File: config.mk
export PLATFORM = sky130hd
export DESIGN_NAME = vga_timing_gen_flat
export DESIGN_NICKNAME = d
export VERILOG_FILES = /design/src/rtl/vga_timing_gen_if.sv /design/src/rtl/vga_timing_gen.sv /design/src/flat_wrapper.sv
export SDC_FILE = /design/constraint.sdc
export NUM_CORES = 1
export LEC_CHECK = 0
export BUFFER_PORTS_ARGS = -buffer_cell sky130_fd_sc_hd__buf_2
export CAP_MARGIN = 20
export CORE_ASPECT_RATIO = 1.2
export CORE_MARGIN = 4
export CORE_UTILIZATION = 48
export DETAILED_ROUTE_END_ITERATION = 16
export HOLD_SLACK_MARGIN = 0.06
export PLACE_DENSITY_LB_ADDON = 0.25
export SYNTH_ARGS = -nofsm -noshare
export SYNTH_HDL_FRONTEND = slang
export SYNTH_SLANG_ARGS = --single-unit
File: constraint.sdc
create_clock -name clk -period 3.4 [get_ports clk]
set_input_delay 0.34 -clock clk [delete_from_list [all_inputs] [get_ports clk]]
set_output_delay 0.34 -clock clk [all_outputs]
set_load 0.02 [all_outputs]
File: src/rtl/vga_timing_gen_if.sv
// Raster timing bundle between the timing generator and the pixel pipeline.
// The generator drives sync, blank and coordinates; the consumer drives enable.
interface vga_timing_gen_if #(
    parameter int XW = 10,
    parameter int YW = 10
);
    logic          enable;
    logic          h_sync;
    logic          v_sync;
    logic          video_enable;
    logic [XW-1:0] x;
    logic [YW-1:0] y;
    logic          line_start;
    logic          frame_start;

    modport master (
        input  enable,
        output h_sync, v_sync, video_enable, x, y, line_start, frame_start
    );

    modport slave (
        output enable,
        input  h_sync, v_sync, video_enable, x, y, line_start, frame_start
    );
endinterface

File: src/rtl/vga_timing_gen.sv
// Programmable VGA raster timing: pixel/line counters, sync/blank decode,
// optional pixel clock divider, pause and a sync/blank alignment delay line.
module vga_timing_gen #(
    parameter int H_ACTIVE = 640,
    parameter int H_FP     = 16,
    parameter int H_SYNC   = 96,
    parameter int H_BP     = 48,
    parameter int V_ACTIVE = 480,
    parameter int V_FP     = 10,
    parameter int V_SYNC   = 2,
    parameter int V_BP     = 33,
    parameter bit H_POL    = 1'b0,
    parameter bit V_POL    = 1'b0,
    parameter int PIX_DIV  = 1,
    parameter int DELAY    = 0,
    parameter int XW       = 10,
    parameter int YW       = 10
) (
    input  logic             clk,
    input  logic             rst,
    vga_timing_gen_if.master vga
);
    localparam int H_TOTAL = H_ACTIVE + H_FP + H_SYNC + H_BP;
    localparam int V_TOTAL = V_ACTIVE + V_FP + V_SYNC + V_BP;
    localparam int HS_BEG  = H_ACTIVE + H_FP;
    localparam int HS_END  = HS_BEG + H_SYNC - 1;
    localparam int VS_BEG  = V_ACTIVE + V_FP;
    localparam int VS_END  = VS_BEG + V_SYNC - 1;
    localparam int DW      = (PIX_DIV > 1) ? $clog2(PIX_DIV) : 1;

    // {h_sync, v_sync, video_enable} as seen while in reset
    localparam logic [2:0] SYNC_IDLE = {~H_POL, ~V_POL, 1'b0};

    logic [DW-1:0] div;
    logic [XW-1:0] h_cnt;
    logic [YW-1:0] v_cnt;
    logic          tick, h_wrap, v_wrap;
    logic          active, hs, vs, line_go;

    logic [XW-1:0] x_q;
    logic [YW-1:0] y_q;
    logic          ls_q, fs_q;
    logic [2:0]    stage;
    logic [2:0]    sync_out;

    assign tick   = vga.enable && (div == DW'(PIX_DIV - 1));
    assign h_wrap = (h_cnt == XW'(H_TOTAL - 1));
    assign v_wrap = (v_cnt == YW'(V_TOTAL - 1));

    always_ff @(posedge clk) begin
        if (!rst) begin
            div   <= '0;
            h_cnt <= '0;
            v_cnt <= '0;
        end else if (vga.enable) begin
            div <= tick ? '0 : div + 1'b1;
            if (tick) begin
                h_cnt <= h_wrap ? '0 : h_cnt + 1'b1;
                // line-aligned vertical advance keeps v_sync edges on h wrap
                if (h_wrap)
                    v_cnt <= v_wrap ? '0 : v_cnt + 1'b1;
            end
        end
    end

    assign active  = (h_cnt < XW'(H_ACTIVE)) && (v_cnt < YW'(V_ACTIVE));
    assign hs      = (h_cnt >= XW'(HS_BEG)) && (h_cnt <= XW'(HS_END));
    assign vs      = (v_cnt >= YW'(VS_BEG)) && (v_cnt <= YW'(VS_END));
    assign line_go = vga.enable && (div == '0) && (h_cnt == '0);

    // Strobes follow enable every cycle; the rest freeze while paused.
    always_ff @(posedge clk) begin
        if (!rst) begin
            x_q   <= '0;
            y_q   <= '0;
            ls_q  <= 1'b0;
            fs_q  <= 1'b0;
            stage <= SYNC_IDLE;
        end else begin
            ls_q <= line_go;
            fs_q <= line_go && (v_cnt == '0);
            if (vga.enable) begin
                x_q   <= h_cnt;
                y_q   <= v_cnt;
                stage <= {hs ? H_POL : ~H_POL, vs ? V_POL : ~V_POL, active};
            end
        end
    end

    generate
        if (DELAY == 0) begin : g_nodly
            assign sync_out = stage;
        end else begin : g_dly
            logic [DELAY-1:0][2:0] dly_pipe;

            // keeps shifting while paused so it settles onto the frozen stage
            always_ff @(posedge clk) begin
                if (!rst) begin
                    dly_pipe <= {DELAY{SYNC_IDLE}};
                end else begin
                    dly_pipe[0] <= stage;
                    for (int i = 1; i < DELAY; i++)
                        dly_pipe[i] <= dly_pipe[i-1];
                end
            end

            assign sync_out = dly_pipe[DELAY-1];
        end
    endgenerate

    assign {vga.h_sync, vga.v_sync, vga.video_enable} = sync_out;
    assign vga.x           = x_q;
    assign vga.y           = y_q;
    assign vga.line_start  = ls_q;
    assign vga.frame_start = fs_q;
endmodule

File: src/flat_wrapper.sv
// flat-port wrapper written by rule: the top's interface ports become plain ports
module vga_timing_gen_flat 
#(
    parameter int H_ACTIVE = 640,
    parameter int H_FP     = 16,
    parameter int H_SYNC   = 96,
    parameter int H_BP     = 48,
    parameter int V_ACTIVE = 480,
    parameter int V_FP     = 10,
    parameter int V_SYNC   = 2,
    parameter int V_BP     = 33,
    parameter bit H_POL    = 1'b0,
    parameter bit V_POL    = 1'b0,
    parameter int PIX_DIV  = 1,
    parameter int DELAY    = 0,
    parameter int XW       = 10,
    parameter int YW       = 10
)
  (clk, rst, vga_enable, vga_h_sync, vga_v_sync, vga_video_enable, vga_x, vga_y, vga_line_start, vga_frame_start);
  vga_timing_gen_if #(.XW(XW), .YW(YW)) vga_i ();
  input  logic clk;
  input  logic rst;
  input wire logic [$bits(vga_i.enable)-1:0] vga_enable;
  output wire logic [$bits(vga_i.h_sync)-1:0] vga_h_sync;
  output wire logic [$bits(vga_i.v_sync)-1:0] vga_v_sync;
  output wire logic [$bits(vga_i.video_enable)-1:0] vga_video_enable;
  output wire logic [$bits(vga_i.x)-1:0] vga_x;
  output wire logic [$bits(vga_i.y)-1:0] vga_y;
  output wire logic [$bits(vga_i.line_start)-1:0] vga_line_start;
  output wire logic [$bits(vga_i.frame_start)-1:0] vga_frame_start;
  assign vga_i.enable = vga_enable;
  assign vga_h_sync = vga_i.h_sync;
  assign vga_v_sync = vga_i.v_sync;
  assign vga_video_enable = vga_i.video_enable;
  assign vga_x = vga_i.x;
  assign vga_y = vga_i.y;
  assign vga_line_start = vga_i.line_start;
  assign vga_frame_start = vga_i.frame_start;
  vga_timing_gen #(.H_ACTIVE(H_ACTIVE), .H_FP(H_FP), .H_SYNC(H_SYNC), .H_BP(H_BP), .V_ACTIVE(V_ACTIVE), .V_FP(V_FP), .V_SYNC(V_SYNC), .V_BP(V_BP), .H_POL(H_POL), .V_POL(V_POL), .PIX_DIV(PIX_DIV), .DELAY(DELAY), .XW(XW), .YW(YW)) u_core (.clk(clk), .rst(rst), .vga(vga_i));
endmodule
# Yosys cells after proc, flatten, opt, wreduce, memory -nomap -nowiden

Index checks and enable logic that the tools add are counted.

Input bits: 3
Word-level logic and storage cells: 35
Register bits after elaboration: 46
Output and inout bits: 25

Eq/ne operators: 2
Add/sub/neg operators: 3
Reductions and logical operators: 10
Muxes and demuxes: 5
$lt $le $gt $ge: 6
Bitwise gates (word level): 1

Operators by type and width:

| cell                                                                | number |
|---|---|
| adder 10 x 1 -> 10 bit (second input constant)                      | 2 |
| equality test 10 bit (second input constant)                        | 2 |
| logical NOT 10 bit                                                  | 2 |
| two-way mux 10 bit                                                  | 2 |
| greater-or-equal comparator 10 bit (second input constant)          | 1 |
| greater-or-equal comparator 10 x 9 -> 1 bit (second input constant) | 1 |
| <= comparator 10 bit (second input constant)                        | 1 |
| <= comparator 10 x 9 -> 1 bit (second input constant)               | 1 |
| less-than comparator 10 bit (second input constant)                 | 1 |
| less-than comparator 10 x 9 -> 1 bit (second input constant)        | 1 |
| logical AND 1 bit                                                   | 6 |
| two-way mux 1 bit                                                   | 3 |
| AND reduction 3 bit                                                 | 1 |
| AND reduction 2 bit                                                 | 1 |
| adder 1 bit (second input constant)                                 | 1 |
| NOT 1 bit                                                           | 1 |

# Logic depth before layout (Yosys ltp)

Gate-level depths: netlist of the first run.

Depth after elaboration: 4
Gate-level depth with buffers: 6
Depth with buffers taken out: 6

# Worst setup path after synthesis of the first run

OpenSTA, ideal clock, no wires.

Path kind: register -> register
Start point: register u_core.v_cnt[1]
End point: register u_core.v_cnt[2]
Buffers on the path: 0
Data required time: 3261 ps
Path slack: 1808 ps
Arrival time: 1453 ps
Cell stages (with the launch flop): 7
Cell sequence: dfxtp_1 -> inv_1 -> ha_1 -> nor4b_1 -> nand4_1 -> o21ai_0 -> a21oi_1

Cells in the longest elaborated chain, start to end: 2
Elaborated cells on any way between the ends: 3
Classes of those cells: 1 x add/sub; 1 x eq/ne; 1 x mux

Ends and longest elaborated chain:

| item                                                           | RTL line                                   | RTL |
|---|---|---|
| start: declaration                                             | vga_timing_gen.sv:36                       | `logic [YW-1:0] v_cnt;` |
| start signal: assignment                                       | vga_timing_gen.sv:61                       | `v_cnt <= v_wrap ? '0 : v_cnt + 1'b1;` |
| adder 10 x 1 -> 10 bit or equality test 10 bit (tied branches) | vga_timing_gen.sv:61, vga_timing_gen.sv:48 |  |
| two-way mux 10 bit *                                           | vga_timing_gen.sv:61                       |  |

Every way passes the cells marked *; elsewhere a longest branch is shown, timed or not.
A chain may end at the register's enable or synchronous reset.

# Final worst setup path of the first run

Ends and elaborated chain as after synthesis.

==> flow_metrics.env, run 1 <==
export IMPL_hold_start="rst"
export IMPL_place_gp_congestion=0.8071
export IMPL_final_nets=259
export IMPL_cts_made_buffers=5
export IMPL_drt_iter0_markers=48
export IMPL_finalSetupTns_ns=0
export IMPL_pwr_share_comb_pct=4.8
export IMPL_multi_input_area_um2=1049
export IMPL_dieHeight_um=80.08
export IMPL_ys_ff_latch=46
export IMPL_vias=1677
export IMPL_wl_met3_um=173
export IMPL_leakagePower_nw=0.9425
export IMPL_io_pins=28
export IMPL_worstSetupStartpointType="flop"
export IMPL_hold_depth=2
export IMPL_wirelength_mm=4.301
export IMPL_synth_area_top_cells="dfxtp_1 44%, mux2i_1 9.6%, nor2_1 6.1%"
export IMPL_drt_wirelength_per_cell_um=14.10
export IMPL_final_seq_area_um2=920.9
export IMPL_cp_arrival_ns=2.08
export IMPL_hpwl_mm=3.051
export IMPL_syn_inst=229
export IMPL_r2r_end="u_core.v_cnt[2]$_SDFFE_PN0P_"
export IMPL_area_growth_pct=10.48
export IMPL_cp_cell_sequence="inv_1 > ha_1 > nor4b_1 > nand4_1 > o21ai_0 > a21oi_1"
export IMPL_async_flop_share_pct=0
export IMPL_synth_most_common_cell="dfxtp_1"
export IMPL_top_layer="met4"
export IMPL_setup_viol=0
export IMPL_yosysUniqueCellTypes=45
export IMPL_grt_pass1_wl_mm=6.906
export IMPL_post_cts_resized=0
export IMPL_start_util_pct=51.11
export IMPL_cap_violations=0
export IMPL_critPathCaptureType="flop"
export IMPL_reg2regPathDepth=6
export IMPL_status="finished, final reports clean"
export IMPL_drc=0
export IMPL_ant_nets=0
export IMPL_hp_class="primary input to flop"
export IMPL_crit_fanout=6
export IMPL_synth_top_area_share_pct=44.31
export IMPL_synth_area_um2=2078
export IMPL_internal_power_w=0.0007147
export IMPL_max_stage_delay_ns=0.45
export IMPL_cts_tree="built"
export IMPL_ys_seq_area_share_pct=44.31
export IMPL_p_per_area_nw_per_um2=398.4
export IMPL_hold_buffers=0
export IMPL_min_delay_worst_endpoint="u_core.stage[2]$_SDFFE_PN1P_"
export IMPL_htreeDepth=2
export IMPL_layout_setup_ws_ns=1.487
export IMPL_dr_wl_met2_mm=2.173
export IMPL_grt_max_degree=31
export IMPL_synth_main_ff_cell="dfxtp_1"
export IMPL_ys_top_cells_by_count="46 x dfxtp_1, 34 x nor2_1, 20 x mux2i_1"
export IMPL_tightest_slew_ns=0.9177
export IMPL_syn_num_nets=236
export IMPL_dieWidth_um=68.07
export IMPL_avgSynthCellArea_um2=9.075
export IMPL_die_area_um2=5451
export IMPL_cts_sink_count=46
export IMPL_slew_limit_headroom_pct=38.75
export IMPL_vias_per_cell=5.498
export IMPL_drive_gt1_share_pct=15.94
export IMPL_cpMaxStageDelayCell="o21ai_0"
export IMPL_drt_met1_wl_mm=1.862
export IMPL_synth_top_area_cell="dfxtp_1"
export IMPL_reg2reg_from="u_core.v_cnt[1]$_SDFFE_PN0P_"
export IMPL_grt_pass1_vias=1505
export IMPL_placementRows=25
export IMPL_design_core_area_um2=4066
export IMPL_grt_usage_pct=16.72
export IMPL_finalClockSkew_ns=0.004388
export IMPL_hold_viol=0
export IMPL_layout_min_cycle_time_ns=1.913
export IMPL_clk_path_buf_depth=2
export IMPL_fill_cells=379
export IMPL_antenna_found_initial=0
export IMPL_rsz0062_at_grt="no"
export IMPL_final_util_pct=56.46
export IMPL_report_final_slew_viol_count=0
export IMPL_clkTransAtPathRegs_ns=0.08
export IMPL_fmax_mhz=522.7
export IMPL_gr_total_overflow=0
export IMPL_port_buffers=27
export IMPL_cp_num_buf_inv=1
export IMPL_critical_path_top_delay_family="simple AND/OR/NAND/NOR gates"
export IMPL_power_frac_clock_pct=35.3
export IMPL_switching_share_pct=21.87
export IMPL_path_depth=6
export IMPL_root_buffer="clkbuf_8"
export IMPL_p_sw_w=0.0002001
export IMPL_dr_pass1_iters=4
export IMPL_final_min_period_over_clock_period_pct=56.27
export IMPL_clk_latency_ns=0.30
export IMPL_place_ws_ns=1.491
export IMPL_power_share_sequential_pct=59.8
export IMPL_ys_warnings_count=0
export IMPL_ir_worst_vdd_mv=0.2568
export IMPL_timing_reg2reg_setup_slack_ns=1.49
export IMPL_crit_required_ns=3.57
export IMPL_path_class="flop to flop"
export IMPL_synth_edf_count=0
export IMPL_num_antenna_cells=0
export IMPL_postCtsSetupBuffers=0
sequential cells by signal, indices dropped and copies added (netlist names):
| signal | count |
|---|---|
| u_core.div | 1 |
| u_core.h_cnt | 10 |
| u_core.stage | 3 |
| u_core.v_cnt | 10 |
| u_core.vga.frame_start | 1 |
| u_core.vga.line_start | 1 |
| u_core.vga.x | 10 |
| u_core.vga.y | 10 |
worst max path at each step:
stage	start	end
CTS	u_core.v_cnt[1]$_SDFFE_PN0P_	u_core.v_cnt[6]$_SDFFE_PN0P_
global route	u_core.v_cnt[0]$_SDFFE_PN0P_	u_core.v_cnt[6]$_SDFFE_PN0P_
finish	u_core.v_cnt[1]$_SDFFE_PN0P_	u_core.v_cnt[2]$_SDFFE_PN0P_
global placement	u_core.v_cnt[1]$_SDFFE_PN0P_	u_core.v_cnt[8]$_SDFFE_PN0P_
floorplan	u_core.v_cnt[1]$_SDFFE_PN0P_	u_core.v_cnt[2]$_SDFFE_PN0P_
detailed placement	u_core.v_cnt[1]$_SDFFE_PN0P_	u_core.v_cnt[6]$_SDFFE_PN0P_
metrics by stage:
stage | cells | power [W] | hold WS, ns | cell area [um^2]
6_report | 305 | 0.0009147 | 0.3383 | 2296
5_1_grt | 305 | 0.0009464 | 0.3469 | 2296
4_1_cts | 305 | 0.0009271 | 0.3258 | 2296
3_5_place_dp | 299 | 0.0006050 | 0.4493 | 2213
3_3_place_gp | 299 | 0.0006042 | 0.4512 | 2213
2_1_floorplan | 229 | 0.0005937 | 0.4257 | 2078
routing by layer:
metal	GRT usage [%]	vias up
li1	-	852
met1	19.91	785
met2	28.06	32
met3	3.776	8
met4	7.356	0
met5	0	-
cells in the final DEF (no fill, tap or decap), drive strengths merged, types with 6 or more instances in the layout:
cell type  instances
clkbuf             6
buf               28
nand3              8
nand4              9
inv                9
mux2i             20
nand2             15
nor2              34
a21oi             10
dfxtp             46
o21ai              9
worst register-to-register path, stage by stage, from the launching register on:
cell     delay [ns]
dfxtp_1        0.38
inv_1          0.12
ha_1           0.14
nor4b_1        0.43
nand4_1        0.19
o21ai_0        0.45
a21oi_1        0.07
cell type report:
type	count	area share (%)
Multi-Input combinational cell	162	45.67
Sequential cell	46	40.11
Timing Repair Buffer	28	6.213
Clock buffer	6	3.597
Tap cell	54	2.943
Inverter	9	1.471
power by group through the flow:
stage | registers [W] | logic (W) | clock network [W]
2_1_floorplan | 0.000564 | 0.0000301 | 0
3_5_place_dp | 0.000560 | 0.0000448 | 0
5_1_grt | 0.000548 | 0.0000481 | 0.000350
4_1_cts | 0.000547 | 0.0000450 | 0.000335
3_3_place_gp | 0.000560 | 0.0000443 | 0
6_report | 0.000547 | 0.0000442 | 0.000323
cells by family (layout without fill, tap and decap cells):
| logic type | Yosys count | in the layout | synth area share (%) |
|---|---|---|---|
| simple gates | 102 | 102 | 27.09 |
| flops | 46 | 46 | 44.31 |
| buf+inv | 21 | 43 | 5.237 |
| fa+ha+maj | 4 | 4 | 2.408 |
| mux | 20 | 20 | 9.633 |
| xor+xnor | 6 | 6 | 2.529 |
| compound gates | 30 | 30 | 8.791 |
No activity file was read; power rests on OpenSTA's default activity.
==> run 2, diff against run 1 <==
- clock period: 3.4 -> 1.68 ns (I/O delays scaled with it)
==> run 2 against run 1 <==
Compared with the run above:
- flip-flop and latch count stayed put
- fmax is 18% higher
- sequential power is 100% higher
- via count is 8.5% higher
- sequential share of layout area is 3.2 points lower
- largest cell class unchanged
- highest routed layer unchanged
==> flow_metrics.env, run 2 (synthesis results as in run 1) <==
export IMPL_r2r_end="u_core.v_cnt[2]$_SDFFE_PN0P_"
export IMPL_hold_depth=2
export IMPL_timing_reg2reg_setup_slack_ns=0.06
export IMPL_slew_limit_headroom_pct=78.12
export IMPL_root_buffer="clkbuf_8"
export IMPL_clkTransAtPathRegs_ns=0.08
export IMPL_critPathCaptureType="flop"
export IMPL_hold_viol=0
export IMPL_dr_pass1_iters=4
export IMPL_post_place_cells=320
export IMPL_finalPower_w=0.001903
export IMPL_place_area_um2=2371
export IMPL_cp_arrival_ns=1.85
export IMPL_power_share_sequential_pct=58.0
export IMPL_num_antenna_cells=0
export IMPL_hold_start="rst"
export IMPL_fmax_mhz=618.1
export IMPL_pwr_share_comb_pct=5.8
export IMPL_worstSetupStartpointType="flop"
export IMPL_setup_viol=0
export IMPL_leakagePower_nw=1.067
export IMPL_wirelength_mm=4.602
export IMPL_final_cell_area_um2=2500
export IMPL_hpwl_mm=3.345
export IMPL_htreeDepth=2
export IMPL_cts_made_buffers=5
export IMPL_final_min_period_over_clock_period_pct=96.30
export IMPL_instances_no_fill=331
export IMPL_switching_share_pct=22.59
export IMPL_grt_max_degree=30
export IMPL_placementRows=25
export IMPL_p_per_area_nw_per_um2=761.1
export IMPL_die_area_um2=5451
export IMPL_drt_iter0_markers=88
export IMPL_cts_tree="built"
export IMPL_dieHeight_um=80.08
export IMPL_drive_gt1_share_pct=25.27
export IMPL_internal_power_w=0.001473
export IMPL_grt_pass1_vias=1702
export IMPL_reg2reg_from="u_core.h_cnt[1]$_SDFFE_PN0P_"
export IMPL_crit_required_ns=1.91
export IMPL_place_gp_congestion=0.8386
export IMPL_layout_min_cycle_time_ns=1.618
export IMPL_design_core_area_um2=4066
export IMPL_path_class="flop to flop"
export IMPL_p_sw_w=0.0004298
export IMPL_rsz0062_at_grt="yes"
export IMPL_final_nets=283
export IMPL_drt_wirelength_per_cell_um=13.90
export IMPL_start_util_pct=51.11
export IMPL_crit_fanout=6
export IMPL_layout_commonest_cell="dfxtp_1"
export IMPL_grt_pass1_wl_mm=7.762
export IMPL_port_buffers=27
export IMPL_drc=0
export IMPL_grt_usage_pct=18.67
export IMPL_reg2regPathDepth=5
export IMPL_finalClockSkew_ns=0.002689
export IMPL_hp_class="primary input to flop"
export IMPL_min_delay_worst_endpoint="u_core.stage[2]$_SDFFE_PN1P_"
export IMPL_fill_cells=386
export IMPL_ant_nets=0
export IMPL_cap_violations=0
export IMPL_io_pins=28
export IMPL_vias_per_cell=5.498
export IMPL_area_growth_pct=20.29
export IMPL_layout_cells_most_common_list="44 x dfxtp_1, 34 x nor2_1, 27 x buf_2"
export IMPL_startpoint="u_core.h_cnt[1]$_SDFFE_PN0P_"
export IMPL_gr_total_overflow=0
export IMPL_status="finished, final reports clean"
export IMPL_power_frac_clock_pct=36.2
export IMPL_clk_path_buf_depth=2
export IMPL_clk_latency_ns=0.30
export IMPL_antenna_found_initial=0
export IMPL_final_util_pct=61.48
export IMPL_report_final_slew_viol_count=0
export IMPL_dieWidth_um=68.07
export IMPL_ir_worst_vdd_mv=0.6046
export IMPL_cts_sink_count=46
export IMPL_tightest_slew_ns=0.3258
export IMPL_vias=1820
-- run 2: cell types whose count changed in the layout (fill, tap and decap cells not counted), sizes merged --
cell | before | now
clkbuf | 6 | 7
buf | 28 | 52
clkinv | 0 | 1
-- run 2: metrics by stage --
step	setup TNS, ns	setup slack [ns]	hold WS [ns]
after floorplan	0	0.08839	0.3019
after global placement	0	0.06981	0.4517
after detailed placement	0	0.07711	0.4599
after CTS	0	0.05157	0.1592
after global routing	-0.05153	-0.04617	0.1758
final	0	0.06219	0.1710
-- run 2: worst max-delay path, stage by stage, from the launching register on --
cell and delay (ns):
dfxtp_1 0.35, ha_2 0.19, and3_2 0.22, nand4_1 0.23, or3_1 0.40, a21oi_1 0.16
-- run 2: metal layers --
metal | share of wire [%] | vias up | global-route usage (%) | routed length [um]
met5 | 0 | - | 0 | 0
met4 | 2.2 | 0 | 7.753 | 102
met3 | 3.3 | 11 | 4.615 | 152
met2 | 51 | 32 | 30.76 | 2334
met1 | 44 | 871 | 22.73 | 2013
li1 | - | 906 | - | -
-- run 2: layout make-up --
type	instances	area [um^2]	share of cell area (%)
Inverter	9	33.78	1.351
Multi-Input combinational cell	162	1061	42.44
Clock inverter	1	5.005	0.2002
Clock buffer	7	86.33	3.453
Sequential cell	46	923.4	36.94
Timing Repair Buffer	52	322.8	12.91
Tap cell	54	67.56	2.703
-- run 2: how the worst max path moves through the flow --
stage	to	slack [ns]
after floorplan	u_core.v_cnt[2]$_SDFFE_PN0P_	0.09
after global placement	u_core.h_cnt[9]$_SDFFE_PN0P_	0.07
after global routing	u_core.v_cnt[2]$_SDFFE_PN0P_	-0.05
final	u_core.v_cnt[2]$_SDFFE_PN0P_	0.06
after detailed placement	u_core.h_cnt[9]$_SDFFE_PN0P_	0.08
after CTS	u_core.v_cnt[2]$_SDFFE_PN0P_	0.05
-- run 2: repair_timing --
| action | 4_1_cts | 5_1_grt |
|---|---|---|
| setup endpoints to repair | 0 | 8 |
| hold buffers | 0 | 0 |
| setup buffers | 0 | 3 |
| gates resized for setup | 0 | 6 |
-- run 2: power groups by stage --
stage          combinational, W  clock [W]  sequential [W]
2_1_floorplan         0.0000608          0         0.00114
4_1_cts                0.000110   0.000718         0.00110
6_report               0.000109   0.000689         0.00110
3_5_place_dp           0.000110          0         0.00113
5_1_grt                0.000120   0.000762         0.00111
3_3_place_gp           0.000110          0         0.00113
